===== config.mk =====
export PLATFORM = sky130hd
export DESIGN_NAME = timer_interrupt_unit
export DESIGN_NICKNAME = d
export VERILOG_FILES = /design/src/rtl/timer_interrupt_unit.sv
export SDC_FILE = /design/constraint.sdc
export NUM_CORES = 1
export LEC_CHECK = 0
export ABC_AREA = 1
export CAP_MARGIN = 20
export CORE_AREA = 10 10 78 80
export CTS_CLUSTER_SIZE = 24
export DETAILED_ROUTE_END_ITERATION = 8
export DIE_AREA = 0 0 88 90
export PLACE_DENSITY = 0.68
export SLEW_MARGIN = 5
export SYNTH_ARGS = -nofsm -noshare
export SYNTH_HDL_FRONTEND = slang
export SYNTH_SLANG_ARGS = --single-unit

===== constraint.sdc =====
create_clock -name sysClock -period 1.3 [get_ports sysClock]
set_input_delay 0.195 -clock sysClock [delete_from_list [all_inputs] [get_ports sysClock]]
set_output_delay 0.195 -clock sysClock [all_outputs]
set_load 0.02 [all_outputs]

===== src/rtl/timer_interrupt_unit.sv =====
// Timer interrupt arbiter: picks the highest-priority pending timer flag, requests the CPU,
// and on acknowledge issues the TIFR flag-clear strobe and the SREG I-bit clear pulse.
module timer_interrupt_unit #(
  parameter int HOLDOFF_CYCLES = 1
) (
  input  logic       sysClock,
  input  logic       rst_n,
  input  logic [7:0] TIFR_in,
  input  logic [7:0] TIMSK_in,
  input  logic       global_int_enable,
  input  logic       irq_ack,
  output logic       irq,
  output logic [7:0] irq_vector,
  output logic       TIFR_clear_strobe,
  output logic [7:0] TIFR_clear_mask,
  output logic       clear_global_int
);

  typedef enum logic [1:0] {
    IDLE    = 2'd0,
    REQUEST = 2'd1,
    CLEAR   = 2'd2,
    HOLDOFF = 2'd3
  } state_t;

  state_t     state_r;
  logic [2:0] idx_r;
  logic [3:0] cnt_r;
  logic [7:0] pending_s;
  logic [2:0] winner_s;
  logic       withdraw_s;

  // Highest set bit index; bit7 carries the highest priority.
  function automatic logic [2:0] winner_of(input logic [7:0] p);
    logic [2:0] w;
    w = 3'd0;
    for (int i = 0; i < 8; i++) begin
      if (p[i]) begin
        w = 3'(i);
      end else begin
        w = w;
      end
    end
    return w;
  endfunction

  // Word address of the vector: 0x08 for bit7 down to 0x16 for bit0.
  function automatic logic [7:0] vector_of(input logic [2:0] idx);
    return 8'h08 + {4'd0, 3'd7 - idx, 1'b0};
  endfunction

  assign pending_s  = TIFR_in & TIMSK_in & {8{global_int_enable}};
  assign winner_s   = winner_of(pending_s);
  assign withdraw_s = ~(TIFR_in[idx_r] & TIMSK_in[idx_r] & global_int_enable);

  // Arbitration FSM with registered request and clear-strobe outputs.
  always_ff @(posedge sysClock or negedge rst_n) begin
    if (!rst_n) begin
      state_r           <= IDLE;
      idx_r             <= 3'd0;
      cnt_r             <= 4'd0;
      irq               <= 1'b0;
      irq_vector        <= 8'h00;
      TIFR_clear_strobe <= 1'b0;
      TIFR_clear_mask   <= 8'h00;
      clear_global_int  <= 1'b0;
    end else begin
      case (state_r)
        IDLE: begin
          TIFR_clear_strobe <= 1'b0;
          TIFR_clear_mask   <= 8'h00;
          clear_global_int  <= 1'b0;
          if (pending_s != 8'h00) begin
            idx_r      <= winner_s;
            irq_vector <= vector_of(winner_s);
            irq        <= 1'b1;
            state_r    <= REQUEST;
          end else begin
            irq     <= 1'b0;
            state_r <= IDLE;
          end
        end
        REQUEST: begin
          // The CPU has committed once it acks, so ack beats a same-edge withdraw.
          if (irq_ack) begin
            irq               <= 1'b0;
            TIFR_clear_strobe <= 1'b1;
            TIFR_clear_mask   <= 8'(8'd1 << idx_r);
            clear_global_int  <= 1'b1;
            state_r           <= CLEAR;
          end else if (withdraw_s) begin
            irq     <= 1'b0;
            state_r <= IDLE;
          end else begin
            irq     <= 1'b1;
            state_r <= REQUEST;
          end
        end
        CLEAR: begin
          irq               <= 1'b0;
          TIFR_clear_strobe <= 1'b0;
          TIFR_clear_mask   <= 8'h00;
          clear_global_int  <= 1'b0;
          cnt_r             <= 4'(HOLDOFF_CYCLES);
          state_r           <= HOLDOFF;
        end
        HOLDOFF: begin
          irq               <= 1'b0;
          TIFR_clear_strobe <= 1'b0;
          TIFR_clear_mask   <= 8'h00;
          clear_global_int  <= 1'b0;
          if (cnt_r <= 4'd1) begin
            cnt_r   <= 4'd0;
            state_r <= IDLE;
          end else begin
            cnt_r   <= cnt_r - 4'd1;
            state_r <= HOLDOFF;
          end
        end
        default: begin
          irq               <= 1'b0;
          TIFR_clear_strobe <= 1'b0;
          TIFR_clear_mask   <= 8'h00;
          clear_global_int  <= 1'b0;
          cnt_r             <= 4'd0;
          state_r           <= IDLE;
        end
      endcase
    end
  end

endmodule

Word level (Yosys, flattened, before mapping)
Cells that the tools add are included.
{"block": "word_totals", "regBits": 27, "inputBits": 20, "out_inout_bits": 19}
{"block": "classes", "add_sub_neg": 3, "magnitude_cmp": 2, "n_eq_ne": 4, "n_shift": 1, "mux": 26, "bitwise": 4, "n_reduce_logical": 6}
{"cell": "8-bit AND", "n": 2}
{"cell": "8-bit case mux with 2 select lines", "n": 1}
{"cell": "3-bit 2-to-1 mux", "n": 5}
{"cell": "1-bit 2-to-1 mux", "n": 9}
{"cell": "8-bit 2-to-1 mux", "n": 1}
{"cell": "2-bit case mux with 4 select lines", "n": 1}
{"cell": "4-bit case mux with 2 select lines", "n": 1}
{"cell": "8-bit nonzero test", "n": 1}
{"cell": "1-bit by 3-bit << shifter with 8-bit output (first input constant)", "n": 1}
{"cell": "1-bit binary-select mux with 3-bit select", "n": 2}
{"cell": "2-bit 2-to-1 mux", "n": 3}
{"cell": "4-bit by 4-bit adder with 5-bit output (first input constant)", "n": 1}
{"cell": "2-bit equality test (second input constant)", "n": 2}
{"cell": "4-bit by 1-bit <= comparator with 1-bit output (second input constant)", "n": 1}
{"cell": "3-bit by 4-bit less-than comparator with 1-bit output (second input constant)", "n": 1}
{"cell": "4-bit 2-to-1 mux", "n": 1}
{"cell": "4-bit by 1-bit subtractor with 4-bit output (second input constant)", "n": 1}
{"cell": "1-bit case mux with 3 select lines", "n": 1}
{"cell": "3-bit OR reduction", "n": 1}
{"cell": "3-bit subtractor (first input constant)", "n": 1}
{"cell": "1-bit AND", "n": 2}
{"cell": "2-bit by 1-bit equality test with 1-bit output (second input constant)", "n": 1}
{"cell": "2-bit zero test", "n": 1}
{"cell": "2-bit != test (second input constant)", "n": 1}
{"cell": "4 further kinds", "n": 4}

Longest topological paths before layout
{"block": "logic_depth", "ltp_word": 11, "mapped_depth": 11}

Worst setup path before layout
OpenSTA, ideal clock, no wires.
{"block": "synth_path", "kind": "reg-to-reg", "startpoint": "reg cnt_r[0]", "endpoint": "reg state_r[0]", "setup_ps": 133, "arrival_ps": 1077, "required_time_ps": 1167, "slack_ps": 90, "path_stages_with_launch": 6, "synth_period_minus_slack_ps": 1210, "path_cell_list": "dfrtp_1 -> inv_1 -> ha_1 -> o211ai_1 -> o21ai_0 -> nand3_1"}
{"block": "synth_via", "elab_chain_len": 3}
{"item": "from (decl)", "line_no": "28", "text": "logic [3:0] cnt_r;"}
{"item": "from (signal assigned)", "line_no": "104", "text": "cnt_r <= 4'(HOLDOFF_CYCLES);"}
{"item": "from (signal assigned)", "line_no": "116", "text": "cnt_r <= cnt_r - 4'd1;"}
{"item": "4-bit by 1-bit <= comparator with 1-bit output", "line_no": "112", "text": "if (cnt_r <= 4'd1) begin"}
{"item": "2-bit 2-to-1 mux", "line_no": "112"}
{"item": "2-bit case mux with 4 select lines", "line_no": "68", "text": "case (state_r)"}
{"item": "to (signal assigned)", "line_no": "77", "text": "state_r <= REQUEST;"}
{"item": "to (signal assigned)", "line_no": "114", "text": "state_r <= IDLE;"}
{"item": "to (signal assigned)", "line_no": "117", "text": "state_r <= HOLDOFF;"}
{"item": "to (decl)", "line_no": "26", "text": "state_t state_r;"}
No other way between the ends.
A chain may end at the register's enable or synchronous reset.

Worst setup path after layout
{"block": "layout_path", "startpoint": "reg cnt_r[0]", "endpoint": "reg cnt_r[2]"}
{"block": "layout_via", "elab_chain_len": 3}
{"item": "4-bit by 1-bit subtractor with 4-bit output / 4-bit by 1-bit <= comparator with 1-bit output (equally long branches)", "line_no": "116, 112"}
{"item": "4-bit 2-to-1 mux *", "line_no": "112"}
{"item": "4-bit case mux with 2 select lines *", "line_no": "68"}
Every way passes the cells marked *; elsewhere a longest branch is shown, timed or not.

==> run metrics <==
most frequent cell after synthesis=nand2_1; Residual DRC=0; postcts setup bufs=0; Post-Synthesis Cell Area=approximately 1300 sq um; top cell type's share of synthesized area=41.1%; DRT iter0 DRCs=60; worst vdd ir=roughly 690 uV; failing checks=setup timing; max-slew violations=0; core area=4600 sq um; Final Util=around two fifths; WL/cell=roughly 12 um; Clock Skew=0.00668 ns; die outline height=around 90 um; CP endpoint kind=flop; Commonest cells post-synth=nand2_1 (68), dfrtp_1 (22), nand3_1 (15); Fmax achieved=approximately 740 MHz; number of global-route vias before repair=between 1000 and 1500; PwrDens=roughly 1900 nW/um^2; CTS root buf=clkbuf_8; vias per cell=around 4.5; DP Wirelength=approximately 2.7 mm; post-synthesis register bit count=22; Static Leak=about 0.99 nW; Post-synth EDFFs=0; Tcrit/Tclk final=103%; crit path launch type=flop; RSZ-0062 raised after global routing=yes; fraction of layout cells with a size suffix above 1=22.3%; Syn. warnings=0; total of max-cap violations=0; Initial Util=between 20% and 30%; Setup violations, final=3; Vias=1241; type of the worst setup path=flop to flop; ranking of synthesized cells by area=dfrtp_1 (41%), nand2_1 (19%), nand3_1 (5.6%); largest net degree at the start of global routing=23; sum of negative setup slack=-0.0891 ns; Worst-Skew Late Latency=roughly 0.27 ns; Diodes inserted=0; die area=a little under 8000 sq um; CTS sink count=22; Fin. Hold Viols=0; hold_ws=around 0.27 ns; Top FF cell, synth=dfrtp_1; worst-path fanout max=3; Post-Synthesis Cells=around 170; TritonRoute pass-1 iters=4; CP required=roughly 1.5 ns; global-route wire length before repair=~5.5 mm; sequential cell area fraction in the yosys report=roughly two fifths; antenna violations before repair=0; status=finished, violations left; Avg Inst Size Synth=roughly 7.7 sq um; # rows=25; Hold Crit Class=primary input to async pin; fin crit period=roughly 1.3 ns; Synth-to-Final Area Change=43.5%; port buffer count=34; Antenna Nets Post-Route=0; post-synth top area cell=dfrtp_1; worst endpoint data arrival time=between 1.5 and 2 ns; GPL Wtd Cong=just over 0.7; Clock Path Buffers=2; synth unique cells=28; Synth async-reset ratio=100%; Die X=a little under 90 um; Final Worst Setup Slack=-0.0437 ns; TritonCTS clock tree=yes; # H-tree levels=1; post-layout net count=~240; grt ovf=0; final wirelength=3.30 mm; All-Layer GR Usage=roughly 8.4%; total CTS buffers=3; clock-pin slew on the worst setup and hold paths=0.09 ns; IO Count=39
[repair_timing]
item / CTS / global route
setup endpoints to repair: 20 / 12
hold buffers: 0 / 0
pin swaps: 0 / 7
gates resized for setup: 15 / 19
cloned: 0 / 1
[metrics by stage]
| stage | cell area [sq um] | cells | total power (W) | setup slack [ns] |
|---|---|---|---|---|
| 5_1_grt | 1920 | 274 | 0.00387 | -0.161 |
| 3_3_place_gp | 1790 | 269 | 0.00287 | -0.219 |
| 6_report | 1920 | 274 | 0.00356 | -0.0437 |
| 3_5_place_dp | 1790 | 269 | 0.00289 | -0.246 |
| 4_1_cts | 1850 | 273 | 0.00344 | -0.0500 |
| 2_1_floorplan | 1350 | 176 | 0.00220 | 0.0900 |
[path summary, 6_finish.rpt]
check,startpoint,to,slack (ns),cells past startpoint
max,cnt_r[0],cnt_r[2],-0.04,5
min,rst_n,state_r[1],0.27,2
max reg2reg,cnt_r[0],cnt_r[2],-0.04,5
min reg2reg,irq_vector[4],irq_vector[4],0.50,2
max in group asynchronous,rst_n,idx_r[0],0.79,2
min in group sysClock,global_int_enable,irq_vector[1],0.49,6
[cell families (layout without fill, tap and decap cells)]
kind of cell	after synthesis	in the layout	synth area share, %
flops	22	22	41.1
other cells	1	4	0.280
compound gates	19	19	8.78
simple gates	105	105	37.2
fa+ha+maj	2	2	1.87
xor+xnor	2	2	1.31
buf+inv	22	66	9.52
[layout make-up]
| type | count | area, sq um |
|---|---|---|
| sequential | 22 | 552 |
| clock buffer | 3 | 41.3 |
| timing repair buffer | 50 | 459 |
| tap | 54 | 67.6 |
| clock inverter | 1 | 30.0 |
| inverter | 12 | 52.6 |
| fill | 460 | 2680 |
| multi-input combinational | 132 | 721 |
[sequential cells by signal, indices dropped and copies added, names as in the netlist]
register          count
cnt_r                 4
irq_vector            4
TIFR_clear_mask       8
clear_global_int      1
idx_r                 2
irq                   1
state_r               2
[critical path, stage by stage, from the launching register on]
cell	delay [ns]
dfrtp_1	0.41
buf_6	0.13
ha_4	0.14
o211ai_1	0.28
nand3_2	0.17
o22ai_1	0.14
[routing by layer]
| metal | global-route usage [%] | vias to the layer above | share of wire [%] |
|---|---|---|---|
| li1 | - | 645 | - |
| met1 | 9.57 | 562 | 44 |
| met2 | 13.2 | 30 | 45 |
| met3 | 3.61 | 4 | 9.0 |
| met4 | 3.59 | 0 | 1.9 |
| met5 | 0 | - | 0 |
[placed cells by master, fill, tap and decap left out, types with 6 or more instances in the layout]
cell type        count
nand3_2              7
inv_1                9
buf_4               12
nor2_1               6
nand2_2              6
nand3_1             13
clkdlybuf4s50_1     18
o21ai_0              6
dlygate4sd2_1       15
dfrtp_1             21
nand2_1             68
[power breakdown]
part           leakage, nW  internal [W]  switching [W]
Clock               0.0357      0.000412       0.000244
Sequential           0.287      0.000894       0.000188
Combinational        0.669      0.000772        0.00105
No activity file was read; power rests on OpenSTA's default activity.
